==> src/rtl/vx_fp_rsp_buffer.sv <==
// In-order response buffer between the FP FMA pipeline and commit; flags are lane-merged on entry.
// Latency 1 push-to-output; ready_in depends only on reset and occupancy, outputs come from storage only.
module vx_fp_rsp_buffer #(
  parameter int TAGW  = 1,
  parameter int LANES = 1,
  parameter int DEPTH = 4
) (
  input  logic                  clk,
  input  logic                  reset,
  input  logic                  valid_in,
  output logic                  ready_in,
  input  logic [TAGW-1:0]       tag_in,
  input  logic [LANES*32-1:0]   result_in,
  input  logic                  has_fflags_in,
  input  logic [LANES*5-1:0]    fflags_in,
  output logic                  valid_out,
  input  logic                  ready_out,
  output logic [TAGW-1:0]       tag_out,
  output logic [LANES*32-1:0]   result_out,
  output logic                  has_fflags_out,
  output logic [4:0]            fflags_out,
  output logic [$clog2(DEPTH):0] count
);

  localparam int PW = $clog2(DEPTH);
  localparam logic [PW:0] FULL = (PW+1)'(DEPTH);

  logic [TAGW-1:0]     tag_mem [DEPTH];
  logic [LANES*32-1:0] res_mem [DEPTH];
  logic                has_mem [DEPTH];
  logic [4:0]          ff_mem  [DEPTH];

  logic [PW-1:0] wr_ptr;
  logic [PW-1:0] rd_ptr;
  logic [PW:0]   cnt;
  logic          push;
  logic          pop;
  logic [4:0]    ff_merged;

  assign ready_in  = ~reset & (cnt != FULL);
  assign valid_out = (cnt != '0);
  assign push      = valid_in & ready_in;
  assign pop       = valid_out & ready_out;
  assign count     = cnt;

  // Only the lane-OR of the flags is kept; per-lane detail is not needed at commit.
  always_comb begin
    ff_merged = '0;
    for (int l = 0; l < LANES; l++) begin
      ff_merged = ff_merged | fflags_in[l*5 +: 5];
    end
    if (!has_fflags_in) begin
      ff_merged = '0;
    end
  end

  always_ff @(posedge clk) begin
    if (push) begin
      tag_mem[wr_ptr] <= tag_in;
      res_mem[wr_ptr] <= result_in;
      has_mem[wr_ptr] <= has_fflags_in;
      ff_mem[wr_ptr]  <= ff_merged;
    end
  end

  always_ff @(posedge clk) begin
    if (reset) begin
      wr_ptr <= '0;
      rd_ptr <= '0;
      cnt    <= '0;
    end else begin
      if (push) begin
        wr_ptr <= wr_ptr + PW'(1);
      end
      if (pop) begin
        rd_ptr <= rd_ptr + PW'(1);
      end
      case ({push, pop})
        2'b10:   cnt <= cnt + (PW+1)'(1);
        2'b01:   cnt <= cnt - (PW+1)'(1);
        default: cnt <= cnt;
      endcase
    end
  end

  // Flag outputs are masked by occupancy so an empty buffer never shows stale flags.
  assign tag_out        = tag_mem[rd_ptr];
  assign result_out     = res_mem[rd_ptr];
  assign has_fflags_out = valid_out & has_mem[rd_ptr];
  assign fflags_out     = valid_out ? ff_mem[rd_ptr] : 5'b0;

endmodule

==> config.mk <==
export PLATFORM = sky130hd
export DESIGN_NAME = vx_fp_rsp_buffer
export DESIGN_NICKNAME = d
export VERILOG_FILES = /design/src/rtl/vx_fp_rsp_buffer.sv
export SDC_FILE = /design/constraint.sdc
export NUM_CORES = 1
export LEC_CHECK = 0
export BUFFER_PORTS_ARGS = -buffer_cell sky130_fd_sc_hd__buf_2
export CAP_MARGIN = 20
export CORE_UTILIZATION = 53
export DETAILED_ROUTE_END_ITERATION = 8
export HOLD_SLACK_MARGIN = 0.1
export PLACE_DENSITY = 0.75
export SYNTH_ARGS = -nofsm -noshare
export SYNTH_HDL_FRONTEND = slang
export SYNTH_SLANG_ARGS = --single-unit
==> constraint.sdc <==
create_clock -name clk -period 4.5 [get_ports clk]
set_clock_uncertainty 0.15 [all_clocks]
set_input_delay 0.45 -clock clk [delete_from_list [all_inputs] [get_ports clk]]
set_output_delay 0.45 -clock clk [all_outputs]
set_load 0.02 [all_outputs]
Word level (Yosys, flattened, before mapping)
Memories as Yosys holds them, arrays and structs flattened. A register that Yosys moved wholly into a read port is not among the register bits.
Cells that the tools add are included.
{"block": "classes", "addsub": 4, "eq_ne": 3, "mux": 13, "bitwise": 5, "n_reduce_logical": 2}
{"op": "2-bit 2-to-1 mux", "count": 8}
{"op": "5-bit 2-to-1 mux", "count": 2}
{"op": "3-bit one-hot mux with 2 select lines", "count": 1}
{"op": "2-bit by 1-bit adder with 2-bit output, second input constant", "count": 2}
{"op": "1-bit AND", "count": 4}
{"op": "3-bit by 1-bit adder with 3-bit output, second input constant", "count": 1}
{"op": "3-bit != test, second input constant", "count": 1}
{"op": "3-bit nonzero test", "count": 1}
{"op": "3-bit by 1-bit subtractor with 3-bit output, second input constant", "count": 1}
{"op": "2-bit by 1-bit equality test with 1-bit output, second input constant", "count": 1}
{"op": "2-bit equality test, second input constant", "count": 1}
{"op": "1-bit 2-to-1 mux", "count": 2}
{"op": "2-bit nonzero test", "count": 1}
{"op": "1-bit inverter", "count": 1}
{"block": "totals", "register_bits": 7, "ramBits": 156, "inputBits": 43, "output_inout_bits": 44, "wordCells": 34, "mem_count": 4}
{"memory": "res_mem", "depth": 4, "word_bits": 32, "read_ports": 1, "rd_clocked_by_memory_dff": 1, "wr": 1, "line": "29", "rtl": "logic [LANES*32-1:0] res_mem [DEPTH];"}
{"memory": "ff_mem", "depth": 4, "word_bits": 5, "read_ports": 1, "rd_clocked_by_memory_dff": 1, "wr": 1, "line": "31", "rtl": "logic [4:0] ff_mem [DEPTH];"}
{"memory": "has_mem", "depth": 4, "word_bits": 1, "read_ports": 1, "rd_clocked_by_memory_dff": 1, "wr": 1, "line": "30", "rtl": "logic has_mem [DEPTH];"}
{"memory": "tag_mem", "depth": 4, "word_bits": 1, "read_ports": 1, "rd_clocked_by_memory_dff": 1, "wr": 1, "line": "28", "rtl": "logic [TAGW-1:0] tag_mem [DEPTH];"}

Logic depth before layout (Yosys ltp)
Gate-level depths: netlist (run 1).
{"block": "logic_depth", "ltp_word": 5, "depth_mapped": 9, "ltp_nobuf": 9}

Worst setup path before layout (run 1)
No wires, ideal clock.
{"block": "synth_path", "path_kind": "in2reg", "startpoint": "in reset", "endpoint": "mem ff_mem[0][0] (enable)", "setup_time_ns": 0.400, "arrival_ns": 1.959, "required_ns": 3.950, "slack_ns": 1.991, "path_stages": 3, "path_buffers": 1, "path_cell_list": "clkbuf_1 > nor3b_4 > and2_1"}
{"block": "synth_between", "elab_chain_cells": 5}
{"element": "from (decl)", "line": "9", "rtl": "input logic reset,"}
{"element": "1-bit inverter", "line": "40", "rtl": "assign ready_in = ~reset & (cnt != FULL);"}
{"element": "1-bit AND", "line": "40"}
{"element": "1-bit AND", "line": "42", "rtl": "assign push = valid_in & ready_in;"}
{"element": "1-bit 2-to-1 mux", "line": "58", "rtl": "if (push) begin"}
{"element": "1-bit 2-to-1 mux (implied by the code)", "line": "62", "rtl": "ff_mem[wr_ptr] <= ff_merged;"}
{"element": "to (decl)", "line": "31"}
Every way passes these cells.

==> run_summary.xml, run 1 <==
<?xml version="1.0" encoding="UTF-8"?>
<metrics>
  <group name="yosys">
    <metric name="yosys_register_bits" unit="">165</metric>
    <metric name="average_instance_area_after_synthesis" unit="um2">23.1</metric>
    <metric name="synth-adder-area-share" unit="">0.0134</metric>
    <metric name="parity_gate_share_of_the_synthesized_area_counting_xor_and_xnor_cells" unit="">0.00425</metric>
    <metric name="synth-simple-area-share" unit="">0.0298</metric>
    <metric name="mapped_cells" unit="">267</metric>
    <metric name="syn_nets" unit="">316</metric>
    <metric name="yosysUniqueCellTypes" unit="">25</metric>
    <metric name="main_combinational_cell_family_by_area_after_synthesis" unit="">multiplexers</metric>
    <metric name="compound_cell_area_share_of_the_yosys_netlist" unit="">0.00527</metric>
    <metric name="yosys_warnings" unit="">0</metric>
    <metric name="synth_seq_area_share" unit="">0.787</metric>
    <metric name="combined_area_of_all_synthesized_cells" unit="um2">6180</metric>
    <metric name="muxShareOfSynthArea" unit="">0.146</metric>
  </group>
  <group name="floorplan">
    <metric name="coreArea" unit="um2">11400</metric>
    <metric name="dieWidth" unit="um">110</metric>
    <metric name="row_count" unit="">39</metric>
    <metric name="fp.dieH" unit="um">110</metric>
    <metric name="die_area" unit="um2">12100</metric>
    <metric name="io_pins" unit="">87</metric>
    <metric name="starting_density_of_the_core" unit="">0.543</metric>
  </group>
  <group name="placement">
    <metric name="dp_hpwl" unit="um">5880</metric>
    <metric name="finalWeightedCongestion" unit="">0.724</metric>
    <metric name="detailedPlace.worstSlack" unit="ps">2040</metric>
    <metric name="port-buffer-count" unit="">86</metric>
  </group>
  <group name="setup_path">
    <metric name="critical_path.reg2reg.endpoint" unit="">count[2]</metric>
    <metric name="reg2reg_setup_slack" unit="ps">2130</metric>
    <metric name="timing_worst_setup_path_type" unit="">flop to output pin</metric>
    <metric name="crit_path_end_kind" unit="">output pin</metric>
    <metric name="cp-start-kind" unit="">flop</metric>
    <metric name="worstPathMaxFanout" unit="">39</metric>
    <metric name="cp.arrival" unit="ps">2230</metric>
    <metric name="required" unit="ps">3900</metric>
    <metric name="worst-r2r-cell-count" unit="">9</metric>
    <metric name="rr_startpoint" unit="">count[2]</metric>
    <metric name="cp-endpoint" unit="">fflags_out[2]</metric>
  </group>
  <group name="detailed_routing">
    <metric name="drt-wirelength-per-cell" unit="um">19.5</metric>
    <metric name="drt_iter0_markers" unit="">258</metric>
    <metric name="drcViolationCount" unit="">0</metric>
    <metric name="dr.pass1.iters" unit="">4</metric>
    <metric name="via_count" unit="">2926</metric>
    <metric name="vias_per_cell" unit="">5.37</metric>
    <metric name="detail_route.wirelength" unit="um">10600</metric>
    <metric name="final_antenna_net_count" unit="">0</metric>
  </group>
  <group name="clocking">
    <metric name="clock_sinks" unit="">165</metric>
    <metric name="insertion_delay_of_the_later_clocked_pin_in_the_worst_skew_pair" unit="ps">420</metric>
    <metric name="clk_pin_slew" unit="ps">60</metric>
    <metric name="clock_tree_from_tritoncts" unit="">built</metric>
    <metric name="cts_root_buf" unit="">clkbuf_16</metric>
    <metric name="cts_made_buffers" unit="">17</metric>
    <metric name="clock_tree.htree_level_count" unit="">4</metric>
    <metric name="cts.path.max_buffers" unit="">2</metric>
  </group>
  <group name="grt">
    <metric name="grt_remaining_overflow" unit="">0</metric>
    <metric name="track_usage" unit="">0.192</metric>
    <metric name="grt_max_degree" unit="">40</metric>
    <metric name="grt_pass1_vias" unit="">3001</metric>
    <metric name="first_pass_grt_wire_length" unit="um">15700</metric>
    <metric name="grt_antenna_before_repair" unit="">0</metric>
  </group>
  <group name="power">
    <metric name="totalPowerFinal" unit="uW">4380</metric>
    <metric name="leakage" unit="uW">0.00264</metric>
    <metric name="peakVddDrop" unit="mV">0.340</metric>
    <metric name="power.density_cell_area" unit="nW/um2">572</metric>
  </group>
  <group name="status">
    <metric name="outcome" unit="">completed</metric>
  </group>
  <group name="timing">
    <metric name="hold_vio_cnt_final" unit="">0</metric>
    <metric name="layout_setup_ws" unit="ps">1670</metric>
    <metric name="drv_slew" unit="">0</metric>
    <metric name="layout_min_cycle_time" unit="ps">2830</metric>
    <metric name="worst_margin_slew" unit="ps">1070</metric>
    <metric name="slew_headroom" unit="">0.286</metric>
    <metric name="finalSetupViolations" unit="">0</metric>
    <metric name="final_min_period_over_clock_period" unit="">0.629</metric>
    <metric name="clock.fmax" unit="MHz">353</metric>
    <metric name="tns" unit="ps">0</metric>
    <metric name="rsz0062_at_grt" unit="">false</metric>
  </group>
  <group name="finish">
    <metric name="layout_common_cells" unit="">edfxtp_1 (156), buf_2 (86), mux4_2 (39)</metric>
    <metric name="post_route_cells_drive_above_1_share" unit="">0.408</metric>
    <metric name="number_of_diodes" unit="">0</metric>
    <metric name="final_common_cell" unit="">edfxtp_1</metric>
    <metric name="layout-area-overhead-vs-synth" unit="%">23.9</metric>
    <metric name="final.fill_count" unit="">711</metric>
    <metric name="fin_nets" unit="">438</metric>
  </group>
  <group name="flow_run">
    <metric name="max_cap_violations" unit="">0</metric>
  </group>
  <group name="min_path">
    <metric name="hold_path_class" unit="">primary input to flop</metric>
  </group>
</metrics>
critical path, stage by stage, from the launching register on:
cell     delay [ps]
dfxtp_4         870
mux4_2          600
nor2b_1         140
buf_2           180
metal layers:
| layer | vias up | track usage | share of wire |
|---|---|---|---|
| li1 | 1339 | - | - |
| met1 | 1468 | 0.236 | 0.40 |
| met2 | 100 | 0.308 | 0.52 |
| met3 | 19 | 0.0694 | 0.060 |
| met4 | 0 | 0.0867 | 0.018 |
| met5 | - | 0 | 0 |
synth_stat cells (all sizes together):
| cell | n | area (um2) |
|---|---|---|
| nor3b | 2 | 31.3 |
| nor3 | 1 | 10.0 |
| nor2 | 7 | 26.3 |
| or3 | 2 | 12.5 |
| mux2 | 1 | 11.3 |
| o21ai | 2 | 10.0 |
| a21oi | 3 | 15.0 |
| mux4 | 39 | 878 |
| fa | 1 | 20.0 |
| dfxtp | 9 | 180 |
| and2 | 9 | 56.3 |
| nand2 | 1 | 3.75 |
| inv | 8 | 30.0 |
| nor2b | 6 | 37.5 |
| nand2b | 1 | 6.26 |
| ha | 5 | 62.6 |
| mux2i | 1 | 10.0 |
| buf | 6 | 47.5 |
| xor2 | 3 | 26.3 |
| clkbuf | 3 | 11.3 |
| o31ai | 1 | 7.51 |
| edfxtp | 156 | 4680 |
report_power, final:
part / total (uW) / internal (uW) / switching [uW]
Combinational: 858 / 414 / 444
Sequential: 1950 / 1800 / 152
Clock: 1580 / 1010 / 571
Total: 4380 / 3220 / 1170
final cells by class:
| class | count | area [um2] | share of cell area |
|---|---|---|---|
| tap | 143 | 179 | 0.0234 |
| inverter | 8 | 30.0 | 0.00392 |
| clock inverter | 11 | 198 | 0.0258 |
| sequential | 165 | 4870 | 0.636 |
| clock buffer | 21 | 450 | 0.0588 |
| timing repair buffer | 112 | 701 | 0.0915 |
| multi-input combinational | 85 | 1230 | 0.161 |
flip-flops by register name, indices dropped and copies added (netlist names), named ones only:
signal / cells
count: 3
res_mem: 128
wr_ptr: 2
has_mem: 4
ff_mem: 20
rd_ptr: 2
tag_mem: 4
worst min-delay path by stage:
stage,startpoint,end,slack [ps],cells after the start
6_report,result_in[25],res_mem[0][25],120,1
5_1_grt,result_in[16],res_mem[0][16],100,1
4_1_cts,result_in[16],res_mem[0][16],100,1
3_5_place_dp,rd_ptr[1],flop,360,2
3_3_place_gp,rd_ptr[1],flop,330,2
2_1_floorplan,rd_ptr[1],flop,310,2
per-stage QoR:
| stage | cell area (um2) | instances | hold slack, ps | util |
|---|---|---|---|---|
| after floorplan | 6180 | 267 | 309 | - |
| after global placement | 6740 | 487 | 332 | 0.593 |
| after detailed placement | 6740 | 487 | 359 | 0.593 |
| after CTS | 7640 | 544 | 102 | 0.672 |
| after global routing | 7660 | 545 | 104 | 0.673 |
| final | 7660 | 545 | 119 | 0.673 |
cell families (layout without fill, tap and decap cells):
group	count (synthesis)	count (layout)
AO/OA/AOI/OAI	6	6
XOR/XNOR	3	3
adder cells (fa/ha/maj)	6	6
buffers and inverters	17	152
flip-flops	165	165
multiplexers	41	41
AND/OR/NAND/NOR	29	29
repair_timing:
action                                  4_1_cts  5_1_grt
endpoints found under the setup margin        0        0
endpoints found under the hold margin        97        0
hold buffers                                 25        0
resized for setup                             0        0
buffers inserted                              0        0
Note: power is estimated with default switching activity, not from simulation.
==> run 2: changes to the inputs <==
--- a/config.mk
+++ b/config.mk
@@ -7,7 +7,7 @@
 export LEC_CHECK = 0
 export BUFFER_PORTS_ARGS = -buffer_cell sky130_fd_sc_hd__buf_2
 export CAP_MARGIN = 20
-export CORE_UTILIZATION = 53
+export CORE_UTILIZATION = 51
 export DETAILED_ROUTE_END_ITERATION = 8
 export HOLD_SLACK_MARGIN = 0.1
 export PLACE_DENSITY = 0.75
==> constraint.sdc (replaced) <==
create_clock -name clk -period 2.5 [get_ports clk]
set_clock_uncertainty 0.15 [all_clocks]
set_input_delay 0.25 -clock clk [delete_from_list [all_inputs] [get_ports clk]]
set_output_delay 0.25 -clock clk [all_outputs]
set_load 0.02 [all_outputs]
==> run_summary.xml, run 2 (synthesis results as in run 1) <==
<?xml version="1.0" encoding="UTF-8"?>
<metrics>
  <group name="timing">
    <metric name="tns" unit="ps">0</metric>
    <metric name="clock.fmax" unit="MHz">431</metric>
    <metric name="hold_vio_cnt_final" unit="">0</metric>
    <metric name="drv_slew" unit="">0</metric>
    <metric name="layout_min_cycle_time" unit="ps">2320</metric>
    <metric name="final_min_period_over_clock_period" unit="">0.928</metric>
    <metric name="rsz0062_at_grt" unit="">false</metric>
    <metric name="finalSetupViolations" unit="">0</metric>
    <metric name="slew_headroom" unit="">0.559</metric>
    <metric name="worst_margin_slew" unit="ps">659</metric>
  </group>
  <group name="setup_path">
    <metric name="worstPathMaxFanout" unit="">7</metric>
    <metric name="worst_path_dominant_cell_family" unit="">simple AND/OR/NAND/NOR gates</metric>
    <metric name="crit_path_end_kind" unit="">flop</metric>
    <metric name="worst-r2r-cell-count" unit="">9</metric>
    <metric name="cp.arrival" unit="ps">2500</metric>
    <metric name="cpPeakStageDelay" unit="ps">390</metric>
    <metric name="required" unit="ps">2680</metric>
    <metric name="worst_path_max_delay_cell" unit="">fa_1</metric>
    <metric name="total_buffers_and_inverters_traversed_by_the_critical_path" unit="">2</metric>
    <metric name="cp_cell_sequence" unit="">nor3b_4, nor3b_4, inv_1, ha_1, inv_1, fa_1, xor2_1, or3_1, a21oi_1</metric>
    <metric name="crit_cells" unit="">9</metric>
    <metric name="cp-start-kind" unit="">flop</metric>
    <metric name="timing_worst_setup_path_type" unit="">flop to flop</metric>
  </group>
  <group name="status">
    <metric name="failed_checks" unit="">design-rule violations</metric>
    <metric name="outcome" unit="">complete, but fails checks</metric>
  </group>
  <group name="detailed_routing">
    <metric name="via_count" unit="">3062</metric>
    <metric name="detail_route.wirelength" unit="um">11000</metric>
    <metric name="drcViolationCount" unit="">6</metric>
    <metric name="final_antenna_net_count" unit="">0</metric>
    <metric name="dr.pass1.iters" unit="">6</metric>
    <metric name="drt-wirelength-per-cell" unit="um">19.0</metric>
    <metric name="vias_per_cell" unit="">5.30</metric>
    <metric name="drt_iter0_markers" unit="">215</metric>
  </group>
  <group name="flow_run">
    <metric name="max_cap_violations" unit="">0</metric>
  </group>
  <group name="floorplan">
    <metric name="row_count" unit="">39</metric>
    <metric name="fp.dieH" unit="um">112</metric>
    <metric name="starting_density_of_the_core" unit="">0.532</metric>
    <metric name="io_pins" unit="">87</metric>
    <metric name="coreArea" unit="um2">11600</metric>
    <metric name="dieWidth" unit="um">112</metric>
    <metric name="die_area" unit="um2">12600</metric>
  </group>
  <group name="placement">
    <metric name="placed_cells" unit="">500</metric>
    <metric name="dpl-instance-area" unit="um2">6850</metric>
    <metric name="finalWeightedCongestion" unit="">0.693</metric>
    <metric name="dp_hpwl" unit="um">6470</metric>
    <metric name="port-buffer-count" unit="">86</metric>
  </group>
  <group name="grt">
    <metric name="grt_antenna_before_repair" unit="">0</metric>
    <metric name="first_pass_grt_wire_length" unit="um">17200</metric>
    <metric name="grt_max_degree" unit="">24</metric>
    <metric name="grt_pass1_vias" unit="">3330</metric>
    <metric name="grt_remaining_overflow" unit="">0</metric>
    <metric name="track_usage" unit="">0.190</metric>
  </group>
  <group name="power">
    <metric name="leakage" unit="uW">0.00276</metric>
    <metric name="power.density_cell_area" unit="nW/um2">984</metric>
    <metric name="peakVddDrop" unit="mV">0.505</metric>
    <metric name="totalPowerFinal" unit="uW">7770</metric>
  </group>
  <group name="clocking">
    <metric name="clock_sinks" unit="">165</metric>
    <metric name="clock_tree.htree_level_count" unit="">4</metric>
    <metric name="insertion_delay_of_the_later_clocked_pin_in_the_worst_skew_pair" unit="ps">400</metric>
    <metric name="cts_root_buf" unit="">clkbuf_16</metric>
    <metric name="clk_pin_slew" unit="ps">60</metric>
    <metric name="cts_made_buffers" unit="">17</metric>
    <metric name="clock_tree_from_tritoncts" unit="">built</metric>
    <metric name="cts.path.max_buffers" unit="">2</metric>
  </group>
  <group name="finish">
    <metric name="design_area" unit="um2">7900</metric>
    <metric name="fin_util" unit="">0.680</metric>
    <metric name="registers.top_by_ff_count" unit="">res_mem</metric>
    <metric name="final_common_cell" unit="">edfxtp_1</metric>
    <metric name="layout-area-overhead-vs-synth" unit="%">27.8</metric>
    <metric name="number_of_flip_flops_under_the_largest_register_name" unit="">128</metric>
    <metric name="fin_cells" unit="">578</metric>
    <metric name="post_route_cells_drive_above_1_share" unit="">0.414</metric>
    <metric name="layout_top_registers" unit="">res_mem (128), ff_mem (20)</metric>
    <metric name="layout_common_cells" unit="">edfxtp_1 (156), buf_2 (86), dlygate4sd3_1 (41)</metric>
    <metric name="number_of_diodes" unit="">0</metric>
    <metric name="fin_nets" unit="">471</metric>
  </group>
  <group name="min_path">
    <metric name="holdPathStages" unit="">3</metric>
    <metric name="hold_path_class" unit="">primary input to flop</metric>
  </group>
</metrics>
[run 2: changes by cell type in the layout (fill, tap and decap cells not counted), moves of 2 or more]
cell,before,now
buf_4,0,16
dlygate4sd3_1,25,41
inv_6,3,0
clkinvlp_4,1,4
bufinv_16,5,3
[run 2: worst min-delay path: stages]
cell and delay (ps):
buf_2 100, nor3b_4 170, mux2i_1 120
[run 2: per-stage QoR]
step                      hold WS (ps)  worst slack [ps]
after global routing               125              40.2
after floorplan                    199              27.1
after CTS                          109              37.1
final                              129               179
after detailed placement           317               138
after global placement             308               295
[run 2: report_power, final]
part	total (uW)	switching [uW]	internal (uW)
clock	2530	939	1590
combinational	1900	1020	875
sequential	3340	111	3230
[run 2: layout make-up]
class | instances | area [um2]
flip-flops and latches | 165 | 4870
clock inverters | 10 | 134
multi-input cells | 85 | 1240
fillers | 771 | 3720
repair buffers | 145 | 992
inverters | 8 | 30.0
clock buffers | 22 | 454
well taps | 143 | 179
[run 2: routing by layer]
metal | GRT usage | up-vias | share of wire
met3 | 0.0605 | 4 | 0.044
li1 | - | 1409 | -
met1 | 0.238 | 1580 | 0.43
met2 | 0.311 | 69 | 0.52
met4 | 0.0747 | 0 | 0.0065
met5 | 0 | - | 0
[run 2: path summary, 6_finish.rpt]
kind	to	start	slack (ps)
worst max-delay path	count[2]	count[1]	180
worst min-delay path	wr_ptr[0]	valid_in	130
worst max register to register	count[2]	count[1]	180
worst min register to register	flop	rd_ptr[1]	340
[run 2: timing repair]
item	CTS	global route
hold endpoints to repair	164	0
buffers inserted	0	5
hold buffers	41	0
setup endpoints to repair	0	14
resized for setup	0	3
==> run 3: changes to the inputs <==
--- a/config.mk
+++ b/config.mk
@@ -5,6 +5,7 @@
 export SDC_FILE = /design/constraint.sdc
 export NUM_CORES = 1
 export LEC_CHECK = 0
+export ABC_AREA = 1
 export BUFFER_PORTS_ARGS = -buffer_cell sky130_fd_sc_hd__buf_2
 export CAP_MARGIN = 20
 export CORE_UTILIZATION = 51
==> run_summary.xml, run 3 <==
<?xml version="1.0" encoding="UTF-8"?>
<metrics>
  <group name="status">
    <metric name="outcome" unit="">completed</metric>
  </group>
  <group name="yosys">
    <metric name="syn_nets" unit="">520</metric>
    <metric name="ys_async_sr_fraction" unit="">0</metric>
    <metric name="primary_ff_master_synth" unit="">edfxtp_1</metric>
    <metric name="average_instance_area_after_synthesis" unit="um2">13.5</metric>
    <metric name="mapped_cells" unit="">471</metric>
    <metric name="synth_seq_area_share" unit="">0.764</metric>
    <metric name="yosys_warnings" unit="">0</metric>
    <metric name="yosysUniqueCellTypes" unit="">23</metric>
    <metric name="yosys_register_bits" unit="">165</metric>
    <metric name="combined_area_of_all_synthesized_cells" unit="um2">6370</metric>
    <metric name="synth.largest_area_cell" unit="">edfxtp_1</metric>
    <metric name="synthDominantCellAreaShare" unit="">0.736</metric>
    <metric name="synth.cells.most_frequent" unit="">edfxtp_1 (156), nor2_1 (98), o21ai_0 (76), o22ai_1 (33), inv_1 (23)</metric>
    <metric name="most_area_consuming_cells_after_synthesis" unit="">edfxtp_1 (74%), o21ai_0 (6.0%), nor2_1 (5.8%)</metric>
    <metric name="synth_most_common_cell" unit="">edfxtp_1</metric>
    <metric name="number_of_enable_type_register_cells_in_the_synthesized_netlist" unit="">156</metric>
  </group>
  <group name="setup_path">
    <metric name="rr_startpoint" unit="">count[1]</metric>
    <metric name="worst-r2r-cell-count" unit="">11</metric>
    <metric name="cp-endpoint" unit="">result_out[19]</metric>
    <metric name="reg2reg_setup_slack" unit="ps">510</metric>
    <metric name="timing_worst_setup_path_type" unit="">flop to output pin</metric>
    <metric name="required" unit="ps">2100</metric>
    <metric name="cp-start-kind" unit="">flop</metric>
    <metric name="critical_path.reg2reg.endpoint" unit="">count[2]</metric>
    <metric name="crit_path_end_kind" unit="">output pin</metric>
    <metric name="cp.arrival" unit="ps">1920</metric>
    <metric name="worstPathMaxFanout" unit="">19</metric>
  </group>
  <group name="detailed_routing">
    <metric name="drcViolationCount" unit="">0</metric>
    <metric name="final_antenna_net_count" unit="">0</metric>
    <metric name="drt_iter0_markers" unit="">447</metric>
    <metric name="drt-wirelength-per-cell" unit="um">16.5</metric>
    <metric name="dr.pass1.iters" unit="">5</metric>
    <metric name="detail_route.wirelength" unit="um">13000</metric>
    <metric name="vias_per_cell" unit="">5.28</metric>
    <metric name="via_count" unit="">4158</metric>
  </group>
  <group name="timing">
    <metric name="clock.fmax" unit="MHz">431</metric>
    <metric name="worst_margin_slew" unit="ps">501</metric>
    <metric name="final_min_period_over_clock_period" unit="">0.928</metric>
    <metric name="hold_vio_cnt_final" unit="">0</metric>
    <metric name="layout_setup_ws" unit="ps">179</metric>
    <metric name="rsz0062_at_grt" unit="">false</metric>
    <metric name="drv_slew" unit="">0</metric>
    <metric name="layout_min_cycle_time" unit="ps">2320</metric>
    <metric name="finalSetupViolations" unit="">0</metric>
    <metric name="slew_headroom" unit="">0.666</metric>
  </group>
  <group name="floorplan">
    <metric name="fp.dieH" unit="um">114</metric>
    <metric name="starting_density_of_the_core" unit="">0.526</metric>
    <metric name="io_pins" unit="">87</metric>
    <metric name="row_count" unit="">40</metric>
    <metric name="die_area" unit="um2">12900</metric>
    <metric name="dieWidth" unit="um">114</metric>
    <metric name="coreArea" unit="um2">12100</metric>
  </group>
  <group name="finish">
    <metric name="number_of_diodes" unit="">0</metric>
    <metric name="post_route_cells_drive_above_1_share" unit="">0.218</metric>
    <metric name="registers.top_by_ff_count" unit="">res_mem</metric>
    <metric name="final_common_cell" unit="">edfxtp_1</metric>
    <metric name="layout_top_registers" unit="">res_mem (128), ff_mem (20)</metric>
    <metric name="number_of_flip_flops_under_the_largest_register_name" unit="">128</metric>
    <metric name="layout_common_cells" unit="">edfxtp_1 (156), nor2_1 (94), buf_2 (86)</metric>
    <metric name="fin_nets" unit="">655</metric>
    <metric name="final.fill_count" unit="">894</metric>
    <metric name="layout-area-overhead-vs-synth" unit="%">26.0</metric>
  </group>
  <group name="clocking">
    <metric name="cts_root_buf" unit="">clkbuf_16</metric>
    <metric name="clock_tree.htree_level_count" unit="">4</metric>
    <metric name="cts_made_buffers" unit="">17</metric>
    <metric name="clock_tree_from_tritoncts" unit="">built</metric>
    <metric name="clock_sinks" unit="">165</metric>
    <metric name="clk_pin_slew" unit="ps">60</metric>
    <metric name="cts.path.max_buffers" unit="">2</metric>
    <metric name="cts_repair_resize_count" unit="">0</metric>
    <metric name="insertion_delay_of_the_later_clocked_pin_in_the_worst_skew_pair" unit="ps">410</metric>
  </group>
  <group name="power">
    <metric name="power.density_cell_area" unit="nW/um2">964</metric>
    <metric name="totalPowerFinal" unit="uW">7740</metric>
    <metric name="leakage" unit="uW">0.00295</metric>
    <metric name="peakVddDrop" unit="mV">0.600</metric>
  </group>
  <group name="placement">
    <metric name="dp_hpwl" unit="um">7260</metric>
    <metric name="detailedPlace.worstSlack" unit="ps">514</metric>
    <metric name="port-buffer-count" unit="">86</metric>
    <metric name="finalWeightedCongestion" unit="">0.745</metric>
  </group>
  <group name="grt">
    <metric name="first_pass_grt_wire_length" unit="um">20400</metric>
    <metric name="grt_max_degree" unit="">79</metric>
    <metric name="grt_remaining_overflow" unit="">0</metric>
    <metric name="grt_antenna_before_repair" unit="">0</metric>
    <metric name="track_usage" unit="">0.210</metric>
    <metric name="grt_pass1_vias" unit="">4181</metric>
  </group>
  <group name="flow_run">
    <metric name="max_cap_violations" unit="">0</metric>
  </group>
  <group name="min_path">
    <metric name="hold_path_class" unit="">flop to flop</metric>
  </group>
</metrics>
[run 3: cell families (layout without fill, tap and decap cells)]
logic type	after synthesis	after routing	synth area share
buffers and inverters	50	198	0.0420
adders and majority gates	6	6	0.0130
AOI/OAI and AO/OA	125	125	0.105
DFF	165	165	0.764
and+or+nand+nor	125	125	0.0764
[run 3: stage by stage]
stage | instance area, um2 | TNS [ps] | hold slack [ps] | std cells | utilization
3_3_place_gp | 7010 | 0 | 310 | 712 | 0.579
2_1_floorplan | 6370 | -85290 | 178 | 471 | -
6_report | 8020 | 0 | 358 | 787 | 0.662
4_1_cts | 8020 | 0 | 359 | 787 | 0.662
3_5_place_dp | 7010 | 0 | 318 | 712 | 0.579
5_1_grt | 8020 | 0 | 393 | 787 | 0.662
[run 3: where the power goes]
part           total, uW  internal, uW  leakage [uW]  switching (uW)
Sequential          3250          3180       0.00149            67.9
Combinational       1990           628       0.00118            1360
Clock               2500          1540      0.000274             955
[run 3: per-layer routing]
layer	track usage	routed length (um)	up-vias
met5	0	0	-
met4	0.0658	89	0
met3	0.0521	698	9
met2	0.355	6500	141
met1	0.269	5670	2023
li1	-	-	1985
[run 3: cell type report]
class	instances	area, um2	share of cell area
Timing Repair Buffer	141	1000	0.125
Clock buffer	23	478	0.0596
Inverter	25	96.3	0.0120
Sequential cell	165	4870	0.607
Clock inverter	9	104	0.0129
Tap cell	168	210	0.0262
Multi-Input combinational cell	256	1270	0.158
[run 3: timing repair]
| item | CTS | global route |
|---|---|---|
| setup endpoints to repair | 0 | 0 |
| setup buffers | 0 | 0 |
| endpoints found under the hold margin | 164 | 0 |
| hold buffers | 43 | 0 |
[run 3: critical path, stage by stage (launching register included)]
cell	delay, ps
dfxtp_2	410
inv_2	330
buf_4	260
o21ai_0	110
o22ai_1	200
buf_2	210
[run 3: worst min path at each step]
| stage | start | to | depth (start not counted) | slack (ps) |
|---|---|---|---|---|
| final | wr_ptr[1] | wr_ptr[1] | 2 | 360 |
| after global routing | wr_ptr[1] | wr_ptr[1] | 2 | 390 |
| after CTS | wr_ptr[1] | wr_ptr[1] | 2 | 360 |
| after detailed placement | result_in[12] | res_mem[0][12] | 1 | 320 |
| after global placement | result_in[0] | res_mem[3][0] | 1 | 310 |
| after floorplan | reset | flop | 1 | 180 |
